$ cat config.mk
export PLATFORM = sky130hd
export DESIGN_NAME = vga_sync_gen
export DESIGN_NICKNAME = d
export VERILOG_FILES = /design/src/rtl/vga_timing_pkg.sv /design/src/rtl/vga_axis_counter.sv /design/src/rtl/vga_sync_gen.sv
export SDC_FILE = /design/constraint.sdc
export NUM_CORES = 1
export LEC_CHECK = 0
export CAP_MARGIN = 30
export CORE_UTILIZATION = 35
export DETAILED_ROUTE_END_ITERATION = 7
export PLACE_DENSITY = 0.54
export RECOVER_POWER = 25
export SKIP_LAST_GASP = 1
export SYNTH_ARGS = -nofsm -noshare
export SYNTH_HDL_FRONTEND = slang
export SYNTH_SLANG_ARGS = --single-unit
$ cat constraint.sdc
create_clock -name clk -period 2.3 [get_ports clk]
set_input_delay 0.575 -clock clk [delete_from_list [all_inputs] [get_ports clk]]
set_output_delay 0.575 -clock clk [all_outputs]
set_load 0.02 [all_outputs]
$ cat src/rtl/vga_timing_pkg.sv
// Shared 640x480@60 raster constants and the sync polarity helper used by
// the VGA timing generator.
package vga_timing_pkg;

  localparam int H_ACTIVE = 640;
  localparam int H_FP     = 16;
  localparam int H_SYNC   = 96;
  localparam int H_BP     = 48;
  localparam int H_TOTAL  = H_ACTIVE + H_FP + H_SYNC + H_BP;

  localparam int V_ACTIVE = 480;
  localparam int V_FP     = 10;
  localparam int V_SYNC   = 2;
  localparam int V_BP     = 33;
  localparam int V_TOTAL  = V_ACTIVE + V_FP + V_SYNC + V_BP;

  localparam int   DEF_CW       = 10;
  localparam logic DEF_SYNC_POL = 1'b0;

  // Drive level of a sync line: pol while the pulse is active, ~pol otherwise.
  function automatic logic sync_level(input logic active, input logic pol);
    return active ? pol : ~pol;
  endfunction

endpackage

$ cat src/rtl/vga_axis_counter.sv
// One raster axis: wrapping position counter with next-state decode of the
// active-video and sync windows.
module vga_axis_counter #(
  parameter int TOTAL  = 800,
  parameter int ACTIVE = 640,
  parameter int FP     = 16,
  parameter int SYNC   = 96,
  parameter int CW     = 10
) (
  input  logic          clk,
  input  logic          rst_n,
  input  logic          en,
  output logic [CW-1:0] cnt_next,
  output logic          wrap,
  output logic          in_active,
  output logic          in_sync
);

  localparam logic [CW-1:0] LAST = CW'(TOTAL - 1);

  logic [CW-1:0] cnt_reg;

  // Reset parks on the last position so the first enable lands on zero.
  always_ff @(posedge clk or negedge rst_n) begin
    if (!rst_n) cnt_reg <= LAST;
    else        cnt_reg <= cnt_next;
  end

  assign wrap = (cnt_reg == LAST);

  always_comb begin
    cnt_next = cnt_reg;
    if (en) cnt_next = wrap ? '0 : cnt_reg + CW'(1);
  end

  assign in_active = int'(cnt_next) < ACTIVE;
  assign in_sync   = (int'(cnt_next) >= ACTIVE + FP) && (int'(cnt_next) < ACTIVE + FP + SYNC);

endmodule

$ cat src/rtl/vga_sync_gen.sv
// VGA raster timing generator: advances on pix_en and presents registered
// coordinates, sync levels, blanking flag and line/frame start pulses.
module vga_sync_gen #(
  parameter int   H_ACTIVE = vga_timing_pkg::H_ACTIVE,
  parameter int   H_FP     = vga_timing_pkg::H_FP,
  parameter int   H_SYNC   = vga_timing_pkg::H_SYNC,
  parameter int   H_BP     = vga_timing_pkg::H_BP,
  parameter int   V_ACTIVE = vga_timing_pkg::V_ACTIVE,
  parameter int   V_FP     = vga_timing_pkg::V_FP,
  parameter int   V_SYNC   = vga_timing_pkg::V_SYNC,
  parameter int   V_BP     = vga_timing_pkg::V_BP,
  parameter logic SYNC_POL = vga_timing_pkg::DEF_SYNC_POL,
  parameter int   CW       = vga_timing_pkg::DEF_CW
) (
  input  logic          clk,
  input  logic          rst_n,
  input  logic          pix_en,
  output logic          hsync,
  output logic          vsync,
  output logic          video_on,
  output logic [CW-1:0] x,
  output logic [CW-1:0] y,
  output logic          line_start,
  output logic          frame_start
);

  import vga_timing_pkg::*;

  localparam int H_TOTAL = H_ACTIVE + H_FP + H_SYNC + H_BP;
  localparam int V_TOTAL = V_ACTIVE + V_FP + V_SYNC + V_BP;

  if ((2 ** CW) < H_TOTAL || (2 ** CW) < V_TOTAL) begin : g_cw_too_small
    $error("vga_sync_gen: CW too narrow for the raster totals");
  end

  logic [CW-1:0] h_next, v_next;
  logic          h_wrap, v_wrap, h_act, v_act, h_syn, v_syn;
  logic          v_en;

  // The line counter steps only on the strobe that wraps x back to 0.
  assign v_en = pix_en & h_wrap;

  vga_axis_counter #(
    .TOTAL(H_TOTAL), .ACTIVE(H_ACTIVE), .FP(H_FP), .SYNC(H_SYNC), .CW(CW)
  ) u_h (
    .clk(clk), .rst_n(rst_n), .en(pix_en),
    .cnt_next(h_next), .wrap(h_wrap), .in_active(h_act), .in_sync(h_syn)
  );

  vga_axis_counter #(
    .TOTAL(V_TOTAL), .ACTIVE(V_ACTIVE), .FP(V_FP), .SYNC(V_SYNC), .CW(CW)
  ) u_v (
    .clk(clk), .rst_n(rst_n), .en(v_en),
    .cnt_next(v_next), .wrap(v_wrap), .in_active(v_act), .in_sync(v_syn)
  );

  always_ff @(posedge clk or negedge rst_n) begin
    if (!rst_n) begin
      x           <= CW'(H_TOTAL - 1);
      y           <= CW'(V_TOTAL - 1);
      hsync       <= sync_level(1'b0, SYNC_POL);
      vsync       <= sync_level(1'b0, SYNC_POL);
      video_on    <= 1'b0;
      line_start  <= 1'b0;
      frame_start <= 1'b0;
    end else begin
      x           <= h_next;
      y           <= v_next;
      hsync       <= sync_level(h_syn, SYNC_POL);
      vsync       <= sync_level(v_syn, SYNC_POL);
      video_on    <= h_act & v_act;
      line_start  <= v_en;
      frame_start <= v_en & v_wrap;
    end
  end

endmodule

Word level (Yosys, flattened, before mapping)
Cells that the tools add are included.
{"block": "op_classes", "add_sub_neg": 2, "n_lt_le_gt_ge": 6, "n_eq_ne": 2, "n_mux": 6, "bitwise_logic": 3, "n_reduce_logical": 2}
{"cell": "$mux W10", "n": 4}
{"cell": "$add A10 B1 Y10 const B", "n": 2}
{"cell": "$eq A10 B10 Y1 const B", "n": 2}
{"cell": "$lt A10 B10 Y1 const B", "n": 2}
{"cell": "$lt A10 B9 Y1 const B", "n": 2}
{"cell": "$ge A10 B10 Y1 const B", "n": 1}
{"cell": "$ge A10 B9 Y1 const B", "n": 1}
{"cell": "$and A1 B1 Y1", "n": 3}
{"cell": "$logic_and A1 B1 Y1", "n": 2}
{"cell": "$mux W1", "n": 2}
{"block": "totals", "register_bits": 25, "in_bits": 3, "output_inout_bits": 25, "wordCells": 28}

Longest topological paths before layout
{"block": "logic_depth", "word_depth": 6, "ltp_mapped": 7, "ltp_nobuf": 7}

By module
Synthesis repeated with hierarchy kept, for this count alone.
{"block": "hier_totals", "cells_unflattened": 154, "hier_area_um2": 1914.3}
{"module": "vga_sync_gen", "instances": 1, "cells_per_inst": 30, "area_each_um2": 666.9, "seq_area_each_um2": 640.6}
{"module": "vga_axis_counter (u_v)", "instances": 1, "cells_per_inst": 67, "area_each_um2": 664.4, "seq_area_each_um2": 254.0}
{"module": "vga_axis_counter (u_h)", "instances": 1, "cells_per_inst": 57, "area_each_um2": 583.1, "seq_area_each_um2": 259.0}

Worst setup path before layout
No wires, ideal clock.
{"block": "synth_timing", "path_type": "reg2reg", "from": "reg u_h.cnt_reg[0]", "to": "reg vsync", "setup_ns": 0.084, "t_arrival_ns": 2.166, "required_ns": 2.216, "path_slack_ns": 0.051, "path_stages_with_launch": 8, "path_buffers": 1, "synth_period_minus_slack_ns": 2.249, "cell_sequence": "dfstp_2 > ha_1 > nand2_2 > or4_4 > buf_6 > a211oi_1 > o221ai_1 > a221o_1"}
{"block": "synth_between", "elab_chain_cells": 6, "elab_cells_between_ends": 7, "classes_between": "2 x order compare; 1 x eq/ne; 2 x mux; 1 x bitwise; 1 x reduce/logical"}
{"element": "start, declared", "line_no": "vga_axis_counter.sv:21", "text": "logic [CW-1:0] cnt_reg;"}
{"element": "start signal, assigned", "line_no": "vga_axis_counter.sv:26", "text": "else cnt_reg <= cnt_next;"}
{"element": "$eq A10 B10 Y1 *", "line_no": "vga_axis_counter.sv:29", "text": "assign wrap = (cnt_reg == LAST);"}
{"element": "$and A1 B1 Y1 *", "line_no": "vga_sync_gen.sv:41", "text": "assign v_en = pix_en & h_wrap;"}
{"element": "$mux W10 *", "line_no": "vga_axis_counter.sv:33", "text": "if (en) cnt_next = wrap ? '0 : cnt_reg + CW'(1);"}
{"element": "$ge A10 B9 Y1 / $lt A10 B9 Y1 (equally long branches)", "line_no": "vga_axis_counter.sv:37", "text": "assign in_sync = (int'(cnt_next) >= ACTIVE + FP) && (int'(cnt_next) < ACTIVE + FP + SYNC);"}
{"element": "$logic_and A1 B1 Y1 *", "line_no": "vga_axis_counter.sv:37"}
{"element": "$mux W1 *", "line_no": "vga_timing_pkg.sv:22", "text": "return active ? pol : ~pol;"}
{"element": "end signal, assigned", "line_no": "vga_sync_gen.sv:62", "text": "vsync <= sync_level(1'b0, SYNC_POL);"}
{"element": "end signal, assigned", "line_no": "vga_sync_gen.sv:70", "text": "vsync <= sync_level(v_syn, SYNC_POL);"}
{"element": "end, declared", "line_no": "vga_sync_gen.sv:19", "text": "output logic vsync,"}
Mark *: on every way between the ends. The rest lies on a longest branch, timed or not.

Final worst setup path
{"block": "layout_timing", "from": "reg u_h.cnt_reg[8]", "to": "reg vsync"}
Same word-level chain as after synthesis.

==> reports/results.txt <==
Max-Cap Viols: 0
Post-synthesis compound-gate area fraction: 10.5%
CP delay by family, top: simple AND/OR/NAND/NOR gates
Global-route wire length before repair: 5350 um
Vias per std cell: 4.97
Die Y-Extent: 64.5 um
Hold Path Class: reg -> reg
Rows: 22
H-tree depth: 1
Total power: 1.15 mW
Initial antenna violation count: 0
Slew @ Worst Pin: 1370 ps
Die ar.: 4150 sq um
DRT antenna net count: 0
Gr ovfl total: 0
Peak VDD IR: 0.000472 V
Worst skew pair latency: 270 ps
Crit path launch type: flip-flop
TritonCTS clock tree: built
Highest clock rate: 0.458 GHz
Post-synthesis xor/xnor area fraction: 6.42%
P_leak: 0.784 nW
Status: finished, final reports clean
Post-route setup TNS: 0 ps
Slew Limit Headroom: 8.35%
Synth Register Bits: 25
Layout cell share with drive strength beyond 1: 20.9%
Inserted Diodes: 0
Largest net degree at the start of global routing: 26
Setup violators final: 0
GRT Util Overall: 16.8%
Num Clock Sinks: 25
Number of port buffers: 27
Worst Clk Skew: 1.30 ps
GP Congestion: 0.867
Vias: 1168
Post-synthesis cell area: 1370 sq um
Slew Viols, Final: 0
Share of synthesized cell area in and, or, nand and nor gates: 26.2%
Clk buf depth: 2
Largest cells by area after synthesis: dfrtp_1 24%, dfstp_2 23%, nand2_1 4.1%
First-pass iteration count of the detailed router: 4
Post-synthesis sequential area ratio: 46.9%
# hold bufs at CTS: 0
Yosys warns: 0
Crit path time final: 2190 ps
Area Overhead vs Synth: 34.4%
Num CTS Buffers: 3
Vias in the first global route: 1124
Worst Path Buf+Inv: 0
Synth Flop Type: dfrtp_1
DP HPWL: 2280 um
I/O pin count: 28
Root Driver: clkbuf_8
Final wirelength: 3060 um
Cell variety after synth: 43
Max stage delay on crit path: 630 ps
Die Wd: 64.5 um
CP Data Arrival Time: 2390 ps
Largest family of logic cells by synthesized area: simple AND/OR/NAND/NOR gates
Core Area: 3690 sq um
Syn_area_per_cell: 9.48 sq um
Mux contribution to synthesized area: 1.56%
CP max-delay cell: or4_4
Final nets: 194
Post-synth EDFFs: 0
RSZ-0062 raised after global routing: no
Crit share post-route: 95.0%
Cells after synthesis: 144
DR iter-0 viols: 31
Worst setup EP type: flip-flop
Number of remaining DRC errors: 0
Area leader, netlist: dfrtp_1
Power Density: 624 nW/um^2
Critical path type: reg -> reg
Crit Path Max Fanout: 11
Net count after synthesis: 150
Adder-cell share of the synthesized area: 2.75%
Worst Path Required: 2500 ps
Crit-path cells: nand4bb_1 -> or4_4 -> or3_1 -> a221o_1
Clock transition at the registers of the reported paths: 80 ps
Synth top area share: 23.8%
Initial Util: 37.0%
Setup bufs post-CTS: 0
Final hold viol count: 0
FFs w/ async S/R, synth: 100%
Mean routed wirelength per cell: 13.0 um
## cell families (layout without fill, tap and decap cells)
kind of cell,after synthesis,count (layout)
compound gates,22,22
xor+xnor,10,10
fa+ha+maj,3,3
buf+inv,17,60
flops,25,25
mux,2,2
simple gates,65,65
## metrics by stage
stage	hold slack [ps]	std cells	setup WS, ps	area [sq um]	utilization, %
6_report	516	235	115	1830	49.7
3_3_place_gp	501	231	-202	1790	48.5
3_5_place_dp	507	231	-231	1790	48.5
2_1_floorplan	279	144	50.7	1370	-
4_1_cts	519	235	58.6	1830	49.7
5_1_grt	540	235	8.73	1830	49.7
## worst register-to-register path, cell delays in order, from the launching register on
cell and delay, ps:
dfstp_2 580, nand4bb_1 170, or4_4 630, or3_1 400
a221o_1 350
## final timing paths
check	from	to	slack, ps	cells after the start
worst max-delay path	u_h.cnt_reg[8]	vsync	110	4
worst min register to register	u_h.cnt_reg[0]	u_h.cnt_reg[0]	520	1
max in group asynchronous	rst_n	u_v.cnt_reg[0]	350	2
worst min-delay path	u_h.cnt_reg[0]	u_h.cnt_reg[0]	520	1
min in group asynchronous	rst_n	line_start	1140	2
worst max register to register	u_h.cnt_reg[8]	vsync	110	4
## per-layer routing
metal  up-vias  wire [um]  global-route usage (%)
li1        596          -                       -
met1       543       1500                    22.9
met2        24       1430                    27.1
met3         5         75                    2.11
met4         0         48                    6.67
met5         -          0                       0
## report_power, final
part | switching (mW) | leakage, nW | internal, mW | total (mW)
combinational | 0.169 | 0.476 | 0.156 | 0.325
sequential | 0.0529 | 0.285 | 0.511 | 0.564
clock | 0.132 | 0.0228 | 0.124 | 0.256
total | 0.355 | 0.784 | 0.790 | 1.15
## layout make-up
| type | count | area (sq um) |
|---|---|---|
| fill | 380 | 1850 |
| multi-input combinational | 102 | 653 |
| sequential | 25 | 641 |
| timing repair buffer | 43 | 387 |
| tap | 48 | 60.1 |
| inverter | 13 | 48.8 |
| clock buffer | 4 | 45.0 |
## cells in the final DEF, fill, tap and decap left out, types with 4 or more instances in the layout
master / n
buf_4: 15
clkdlybuf4s50_1: 26
dfrtp_1: 13
dfstp_2: 12
inv_1: 12
nand2_1: 15
nand3_1: 11
nand4_1: 5
nor2_1: 7
nor3_1: 7
o21ai_0: 9
or3_1: 5
xnor2_1: 6
xor2_1: 4
## cells in the mapped netlist (2+ instances only)
master   instances
o21ai_0          9
nand4_1          5
o31a_1           2
dfstp_2         12
xnor2_1          6
nand2_1         15
nor3_1           7
ha_1             3
a21oi_1          3
nor2b_1          2
inv_1           12
or3_1            5
nand3_1         11
nor4_1           2
dfrtp_1         13
xor2_1           4
nor2_1           7
## repair_timing
action,CTS,global route
setup endpoints to repair,0,2
hold endpoints to repair,0,0
resized for setup,0,1
Power figures use the tool's default switching activity.
